$ cat config.mk
export PLATFORM = sky130hd
export DESIGN_NAME = awg_sweep_ctrl
export DESIGN_NICKNAME = d
export VERILOG_FILES = /design/src/rtl/awg_sweep_ctrl.sv
export SDC_FILE = /design/constraint.sdc
export NUM_CORES = 1
export LEC_CHECK = 0
export ABC_AREA = 1
export CORE_AREA = 2 2 166 168
export CTS_CLUSTER_DIAMETER = 80
export DETAILED_ROUTE_END_ITERATION = 8
export DIE_AREA = 0 0 168 170
export GPL_TIMING_DRIVEN = 0
export PLACE_DENSITY_LB_ADDON = 0.25
export SYNTH_ARGS = -nofsm -noshare
export SYNTH_HDL_FRONTEND = slang
export SYNTH_SLANG_ARGS = --single-unit
$ cat constraint.sdc
create_clock -name clk -period 4.2 [get_ports clk]
set_input_delay 0.42 -clock clk [delete_from_list [all_inputs] [get_ports clk]]
set_output_delay 0.42 -clock clk [all_outputs]
set_load 0.005 [all_outputs]
$ cat src/rtl/awg_sweep_ctrl.sv
// Frequency-sweep sequencer for the DDS sine generator: steps the phase
// increment from start to stop, holding each point for a programmable dwell.
module awg_sweep_ctrl #(
    parameter int FW  = 12,
    parameter int DWW = 16
) (
    input  logic           clk,
    input  logic           rst,
    input  logic           cfg_valid,
    output logic           cfg_ready,
    input  logic [FW-1:0]  cfg_start,
    input  logic [FW-1:0]  cfg_stop,
    input  logic [FW-1:0]  cfg_step,
    input  logic [DWW-1:0] cfg_dwell,
    input  logic [1:0]     cfg_mode,
    input  logic           go,
    input  logic           abort,
    output logic [FW-1:0]  state_freq,
    output logic           en,
    output logic           busy,
    output logic           sweep_done
);

    typedef enum logic {IDLE = 1'b0, RUN = 1'b1} state_t;

    state_t         state;
    state_t         state_nxt;
    logic [FW-1:0]  start_r;
    logic [FW-1:0]  stop_r;
    logic [FW-1:0]  step_r;
    logic [DWW-1:0] dwell_r;
    logic [1:0]     mode_r;
    logic [DWW-1:0] cnt;
    logic           dir_down;

    logic launch;
    logic dwell_end;
    logic degenerate;
    logic at_top;
    logic at_bottom;
    logic is_repeat;
    logic is_tri;
    logic is_single;
    logic pass_end;
    logic finish;

    // Sums and thresholds carry one extra bit so a large step never wraps.
    function automatic logic [FW-1:0] adv_up(input logic [FW-1:0] f,
                                             input logic [FW-1:0] step,
                                             input logic [FW-1:0] lim);
        logic [FW:0] nxt;
        nxt = {1'b0, f} + {1'b0, step};
        return (nxt >= {1'b0, lim}) ? lim : nxt[FW-1:0];
    endfunction

    function automatic logic [FW-1:0] adv_down(input logic [FW-1:0] f,
                                               input logic [FW-1:0] step,
                                               input logic [FW-1:0] base);
        logic [FW:0] thr;
        thr = {1'b0, base} + {1'b0, step};
        return ({1'b0, f} < thr) ? base : f - step;
    endfunction

    assign is_repeat  = (mode_r == 2'd1);
    assign is_tri     = (mode_r == 2'd2);
    assign is_single  = !is_repeat && !is_tri;
    assign launch     = (state == IDLE) && go && !abort;
    assign dwell_end  = (state == RUN) && !abort && (cnt == dwell_r);
    assign degenerate = (start_r >= stop_r);
    assign at_top     = !dir_down && (state_freq == stop_r);
    assign at_bottom  = dir_down && (state_freq == start_r);
    // A triangle completes its cycle at the bottom turn, the other modes at stop.
    assign pass_end   = dwell_end && (degenerate || (is_tri ? at_bottom : at_top));
    assign finish     = pass_end && is_single;

    always_ff @(posedge clk) begin
        if (rst) state <= IDLE;
        else     state <= state_nxt;
    end

    always_comb begin
        state_nxt = state;
        case (state)
            IDLE:    if (launch) state_nxt = RUN;
            RUN:     if (abort || finish) state_nxt = IDLE;
            default: state_nxt = IDLE;
        endcase
    end

    always_comb begin
        cfg_ready = (state == IDLE);
    end

    always_ff @(posedge clk) begin
        if (rst) begin
            start_r    <= '0;
            stop_r     <= '0;
            step_r     <= '0;
            dwell_r    <= '0;
            mode_r     <= '0;
            cnt        <= '0;
            dir_down   <= 1'b0;
            state_freq <= '0;
            en         <= 1'b0;
            busy       <= 1'b0;
            sweep_done <= 1'b0;
        end else begin
            sweep_done <= 1'b0;
            if (state == IDLE) begin
                if (cfg_valid) begin
                    start_r <= cfg_start;
                    stop_r  <= cfg_stop;
                    step_r  <= cfg_step;
                    dwell_r <= cfg_dwell;
                    mode_r  <= cfg_mode;
                end
                if (launch) begin
                    state_freq <= cfg_valid ? cfg_start : start_r;
                    en         <= 1'b1;
                    busy       <= 1'b1;
                    cnt        <= '0;
                    dir_down   <= 1'b0;
                end
            end else if (abort) begin
                en   <= 1'b0;
                busy <= 1'b0;
            end else if (cnt != dwell_r) begin
                cnt <= cnt + DWW'(1);
            end else begin
                cnt        <= '0;
                sweep_done <= pass_end;
                if (finish) begin
                    en   <= 1'b0;
                    busy <= 1'b0;
                end else if (degenerate) begin
                    state_freq <= start_r;
                end else if (!dir_down) begin
                    if (at_top && is_repeat) begin
                        state_freq <= start_r;
                    end else if (at_top) begin
                        dir_down   <= 1'b1;
                        state_freq <= adv_down(state_freq, step_r, start_r);
                    end else begin
                        state_freq <= adv_up(state_freq, step_r, stop_r);
                    end
                end else if (at_bottom) begin
                    dir_down   <= 1'b0;
                    state_freq <= adv_up(state_freq, step_r, stop_r);
                end else begin
                    state_freq <= adv_down(state_freq, step_r, start_r);
                end
            end
        end
    end

endmodule
==> flow_summary_export.csv, run 1 <==
group,metric,value,unit
yosys,synth-main-ff-cell,"dfxtp_1",
routing,antenna_left,0,
routing,drt_iter0_markers,655,
sta,fin_skew,0.0133,ns
routing,dr.pass1.iters,5,
yosys,synth_top_area_cell,"dfxtp_1",
yosys,syn_inst,1267,
outcome,status,"complete, no violations",
power_and_ir_drop,sw_frac_of_total,41.4,%
setup_path,crit_start,"start_r[5]",
power_and_ir_drop,finalPower,3490,uW
die,io_pins,75,
global_route,grt_pass1_vias,8106,
clocking,clock_path_buffers,2,
sta,fin_crit_sh,91.6,%
layout,layout-drive-gt1-share,7.52,%
die,die_w,168,um
placement,hpwlAfterDp,23700,um
yosys,synth_warnings,0,
yosys,synth_seq_cells,86,
routing,vias_per_cell,4.98,
die,rows,60,
yosys,syn_area,7950,um^2
sta,clock.fmax,260,MHz
sta,worst_pin_slew,0.773,ns
yosys,post-synth-top-count-cell,"nand2_1",
setup_path,critPathRequiredTime,4.49,ns
power_and_ir_drop,power_density,365,nW/um^2
yosys,synth-async-reset-ratio,0,%
routing,drt_drc_violations_left,0,
sta,drv_slew,0,
yosys,synth_edf_count,0,
setup_path,critPathMaxStageDelay,0.64,ns
sta,finalCriticalPeriod,3.85,ns
sta,maxSlewHeadroom,48.5,%
clocking,clk_pin_slew,0.07,ns
setup_path,reg2reg_to,"state_freq[7]",
setup_path,worstPathArrival,4.14,ns
setup_path,cp_max_fo,10,
global_route,grt_start_max_net_pins,16,
routing,wire_per_inst,17.4,um
power_and_ir_drop,p_int,2040,uW
clocking,cts_tree,"done",
power_and_ir_drop,irDropWorstVdd,0.000230,V
setup_path,start_kind,"register",
power_and_ir_drop,pwr-share-seq,28.4,%
layout,final_util,35.8,%
yosys,netlist.area_leader.share,21.6,%
power_and_ir_drop,power.switching,1440,uW
global_route,grt_use_met1,26.5,%
min_path,whs_path_depth,2,
clocking,cts_hold_buf,0,
yosys,synthTopCellsByCount,"nand2_1, inv_1, nor2_1",
global_route,grt_use_total,20.7,%
setup_path,endpoint_kind,"register",
power_and_ir_drop,p_clk_share,27.8,%
setup_path,r2r_start,"start_r[5]",
clocking,cts_num_sinks,86,
global_route,grt_use_met2,35.3,%
clocking,cts_made_buffers,9,
global_route,antenna_found_initial,0,
placement,portBuffers,74,
yosys,yosysUniqueCellTypes,48,
job,maxCapViolations,0,
die,dieArea,28600,um^2
layout,nNetsFinal,1487,
clocking,cts_max_level,3,
yosys,ys_top_cells_by_area,"dfxtp_1, nand2_1, ha_1",
routing,routed_wl,29500,um
setup_path,crit_path_frequent_cell,"nand2_1",
setup_path,slowest_stage,"dfxtp_1",
global_route,grt-ovfl-total,0,
yosys,synth_nets,1402,
die,start_util,29.8,%
global_route,grt_pass1_wl,45000,um
power_and_ir_drop,power_frac_comb,43.7,%
sta,setup_violations,0,
setup_path,endpoint,"state_freq[7]",
layout,multiInputGateArea,5450,um^2
layout,final-seq-area,1750,um^2
setup_path,reg2reg_slack,0.35,ns
layout,n_antenna_cell,0,
setup_path,worstRegToRegCells,26,
min_path,hold_path.class,"register to register",
layout,area.growth.synth_to_final,20.0,%
power_and_ir_drop,leakage,0.00456,uW
routing,vias,8461,
setup_path,criticalPathCategory,"register to register",
die,core_area,26700,um^2
global_route,busiest_layer,"met2",
sta,hold_viol,0,
layout,n_fill_cell,2964,
yosys,syn_area_per_cell,6.28,um^2
yosys,yosysSeqAreaShare,21.6,%
die,die_h,170,um
clocking,clkLatencyLatePin,0.36,ns
clocking,cts-root-buf,"clkbuf_16",
global_route,grt.met3_usage,2.74,%
placement,globalplace.congestion,1.01,
stage by stage:
| step | instances | setup TNS, ns | worst slack [ns] | instance area (um^2) | hold slack [ns] |
|---|---|---|---|---|---|
| finish | 1698 | 0 | 0.351 | 9550 | 0.484 |
| global route | 1698 | -0.0435 | -0.0343 | 9550 | 0.524 |
| CTS | 1698 | 0 | 0.0637 | 9490 | 0.487 |
| detailed placement | 1682 | -2.28 | -0.251 | 9120 | 0.477 |
| global placement | 1682 | -2.25 | -0.249 | 9120 | 0.473 |
| floorplan | 1267 | 0 | 0.894 | 7950 | 0.450 |
registers in the layout (all words and copies together), names as in the netlist:
name	count
dir_down	1
mode_r	2
sweep_done	1
stop_r	12
busy	1
state_freq	12
cnt	16
state	1
dwell_r	16
step_r	12
start_r	12
kinds of logic (layout without fill, tap and decap cells):
logic type	after synthesis	in the layout	share of synthesized area, %
adder cells (fa/ha/maj)	76	76	12.2
XOR/XNOR	53	53	5.84
AO/OA/AOI/OAI	212	212	14.9
AND/OR/NAND/NOR	643	643	35.1
buffers and inverters	197	287	10.3
flip-flops	86	86	21.6
timing repair:
action,CTS,global route
pin swaps,0,0
endpoints found under the hold margin,0,0
setup endpoints to repair,12,12
buffers inserted,0,0
resized for setup,8,18
cloned,0,0
cells in the final DEF (no fill, tap or decap), drive strengths merged, types with 70 or more instances in the layout:
cell type      synthesis  final
nor2                 142    142
o21ai                 70     70
ha                    73     73
inv                  146    147
dfxtp                 86     86
a21oi                123    123
clkdlybuf4s50          0     74
nand3                119    119
nand2                330    330
per-layer routing:
layer	vias up	share of wire, %
met5	-	0
met4	0	3.4
met3	42	5.5
met2	230	47
met1	3902	45
li1	4287	-
power groups by stage:
stage | Combinational (uW) | Clock [uW] | Sequential (uW)
2_1_floorplan | 1070 | 0 | 946
3_3_place_gp | 1490 | 0 | 1010
3_5_place_dp | 1500 | 0 | 1010
4_1_cts | 1510 | 983 | 990
5_1_grt | 1730 | 1020 | 995
6_report | 1530 | 970 | 992
layout make-up:
cell class / count / share of cell area [%]
Sequential cell: 86 / 18.3
Buffer: 51 / 2.88
Clock buffer: 10 / 2.50
Multi-Input combinational cell: 984 / 57.1
Clock inverter: 6 / 1.22
Inverter: 146 / 5.77
Timing Repair Buffer: 74 / 7.76
Tap cell: 341 / 4.47
critical path: cells and delay by family (launching register included):
kind	cells	cell delay, ns
and+or+nand+nor	16	1.64
DFF	1	0.64
adders and majority gates	2	0.51
AOI/OAI and AO/OA	4	0.41
buffers and inverters	3	0.40
xor gates and xnor gates	1	0.17
worst min path at each step:
| stage | slack, ns | start | endpoint |
|---|---|---|---|
| finish | 0.48 | dwell_r[10] | dwell_r[10] |
| global route | 0.52 | dwell_r[10] | dwell_r[10] |
| CTS | 0.49 | dwell_r[10] | dwell_r[10] |
| detailed placement | 0.48 | dwell_r[10] | dwell_r[10] |
| global placement | 0.47 | dwell_r[10] | dwell_r[10] |
| floorplan | 0.45 | dwell_r[10] | dwell_r[10] |
No activity file was read; power rests on OpenSTA's default activity.
==> run 2: changes to the inputs <==
--- a/config.mk
+++ b/config.mk
@@ -10,6 +10,7 @@
 export CTS_CLUSTER_DIAMETER = 80
 export DETAILED_ROUTE_END_ITERATION = 8
 export DIE_AREA = 0 0 168 170
+export GPL_ROUTABILITY_DRIVEN = 0
 export GPL_TIMING_DRIVEN = 0
 export PLACE_DENSITY_LB_ADDON = 0.25
 export SYNTH_ARGS = -nofsm -noshare
==> constraint.sdc (replaced) <==
create_clock -name clk -period 4.2 [get_ports clk]
set_input_delay 0.63 -clock clk [delete_from_list [all_inputs] [get_ports clk]]
set_output_delay 0.63 -clock clk [all_outputs]
set_load 0.005 [all_outputs]
==> run 2 against run 1 <==
Net effect: clock skew is 0.00088 ns lower; first-iteration DRC count fell by 5.8%; sequential cell count unchanged; sequential power about the same; die area stayed put; hold slack improved by 0.0025 ns; clock power down 17%.
==> flow_summary_export.csv, run 2 (synthesized netlist as in run 1, its figures left out) <==
group,metric,value,unit
global_route,grt_use_total,20.3,%
clocking,cts_made_buffers,9,
sta,maxSlewHeadroom,51.1,%
die,die_w,168,um
sta,drv_slew,0,
sta,fin_skew,0.0124,ns
clocking,cts_num_sinks,86,
sta,hold_viol,0,
routing,drt_iter0_markers,617,
placement,portBuffers,74,
sta,setup_tns,0,ns
layout,final_cell_mix,"nand2_1, inv_1, nor2_1",
setup_path,critPathRequiredTime,4.46,ns
routing,dr.pass1.iters,5,
clocking,clock_path_buffers,2,
setup_path,reg2reg_to,"state_freq[4]",
power_and_ir_drop,leakage,0.00452,uW
die,die_h,170,um
min_path,hp-start,"dwell_r[10]",
routing,drt_drc_violations_left,0,
sta,setup_ws,0.263,ns
clocking,clk_pin_slew,0.07,ns
routing,routed_wl,29100,um
die,rows,60,
sta,setup_violations,0,
layout,layout-drive-gt1-share,7.44,%
global_route,busiest_layer,"met2",
clocking,cts-root-buf,"clkbuf_16",
setup_path,criticalPathCategory,"register to register",
min_path,whs_path_depth,2,
layout,nNetsFinal,1487,
placement,hpwlAfterDp,23400,um
sta,fin_crit_sh,93.7,%
power_and_ir_drop,power_density,351,nW/um^2
layout,final_common_cell,"nand2_1",
min_path,hold_path.class,"register to register",
clocking,cts_hold_buf,0,
global_route,grt_pass1_vias,8173,
die,io_pins,75,
sta,clock.fmax,254,MHz
global_route,grt-ovfl-total,0,
setup_path,worstPathArrival,4.19,ns
routing,wire_per_inst,17.2,um
layout,area.growth.synth_to_final,18.8,%
power_and_ir_drop,irDropWorstVdd,0.000195,V
layout,n_fill_cell,2950,
global_route,grt.met3_usage,2.14,%
die,start_util,29.8,%
global_route,grt_use_met2,34.0,%
sta,rsz0062_at_grt,"no",
setup_path,endpoint_kind,"register",
routing,vias_per_cell,5.02,
clocking,cts_max_level,3,
die,core_area,26700,um^2
global_route,grt_start_max_net_pins,18,
setup_path,reg2reg_slack,0.26,ns
routing,vias,8524,
routing,antenna_left,0,
global_route,grt_use_met1,26.6,%
outcome,status,"complete, no violations",
global_route,grt_pass1_wl,44600,um
sta,worst_pin_slew,0.733,ns
global_route,antenna_found_initial,0,
layout,n_antenna_cell,0,
clocking,clkLatencyLatePin,0.36,ns
layout,reg_top3,"cnt: 16 flops, dwell_r: 16 flops",
setup_path,r2r_start,"state_freq[0]",
sta,finalCriticalPeriod,3.94,ns
setup_path,start_kind,"register",
job,maxCapViolations,0,
min_path,worstHoldEndpoint,"dwell_r[10]",
clocking,cts_tree,"done",
placement,place_ws,-0.147,ns
setup_path,worstRegToRegCells,25,
die,dieArea,28600,um^2
setup_path,cp_max_fo,10,
run 2: cell count changes in the layout (fill, tap and decap cells not counted), sizes merged:
cell      delta
clkbuf       -1
bufinv       -3
clkinvlp     +2
inv          +2
run 2: layout make-up:
cell class                      count  area, um^2  area share (%)
Multi-Input combinational cell    984        5430            57.5
Sequential cell                    86        1730            18.4
Timing Repair Buffer               74         741            7.84
Inverter                          146         551            5.83
Tap cell                          341         427            4.52
Buffer                             51         275            2.91
Clock buffer                        9         225            2.38
Clock inverter                      7        66.3           0.702
run 2: worst max path at each step:
stage | from | end | slack (ns) | cells after the start
3_5_place_dp | state_freq[4] | state_freq[7] | -0.15 | 26
2_1_floorplan | state_freq[0] | state_freq[2] | 0.89 | 25
5_1_grt | state_freq[4] | state_freq[1] | 0.006 | 26
3_3_place_gp | state_freq[4] | state_freq[7] | -0.14 | 26
4_1_cts | step_r[4] | state_freq[7] | 0.02 | 27
6_report | state_freq[0] | state_freq[4] | 0.26 | 25
run 2: critical path, stage by stage, from the launching register on:
cell and delay, ns:
dfxtp_2 0.39, ha_1 0.33, fa_1 0.47, nand2_1 0.11, nand2_2 0.08, nand2_2 0.07
nand2_2 0.07, xor2_1 0.38, ha_1 0.33, nand2_1 0.10, inv_1 0.05, a21oi_1 0.13
nand2_1 0.06, nor2_1 0.08, nand2_1 0.06, nand2_1 0.06, nand2_1 0.07, nand2_2 0.14
nand2_4 0.10, buf_6 0.15, nand2_1 0.06, nand3_1 0.12, a21oi_1 0.18, nand2_1 0.08
nand2_1 0.11, a21oi_2 0.06
run 2: through the flow:
stage                     hold slack, ns  std cells  area, um^2  power (uW)  utilization (%)
final                              0.486       1698        9450        3310             35.4
after global routing               0.519       1698        9450        3550             35.4
after CTS                          0.490       1698        9420        3310             35.4
after detailed placement           0.479       1682        9120        2500             34.2
after global placement             0.472       1682        9120        2480             34.2
after floorplan                    0.450       1267        7950        2010                -
run 2: where the power goes:
part           switching [uW]  leakage, uW  internal [uW]
clock network             390     0.000136            414
logic                     948      0.00367            568
registers                 120     0.000713            874
total                    1460      0.00452           1860
run 2: what timing repair did:
action | in CTS | in global routing
setup endpoints to repair | 12 | 12
gates resized for setup | 7 | 13
pin swaps | 0 | 1
gates cloned | 0 | 0
setup buffers | 0 | 0
run 2: metal layers:
layer  wire (um)  part of all wire, %  vias to the layer above
met5           0                    0                        -
met2       13300                   46                      270
met1       13200                   45                     3911
li1            -                    -                     4290
met4        1100                  3.8                        0
met3        1540                  5.3                       53
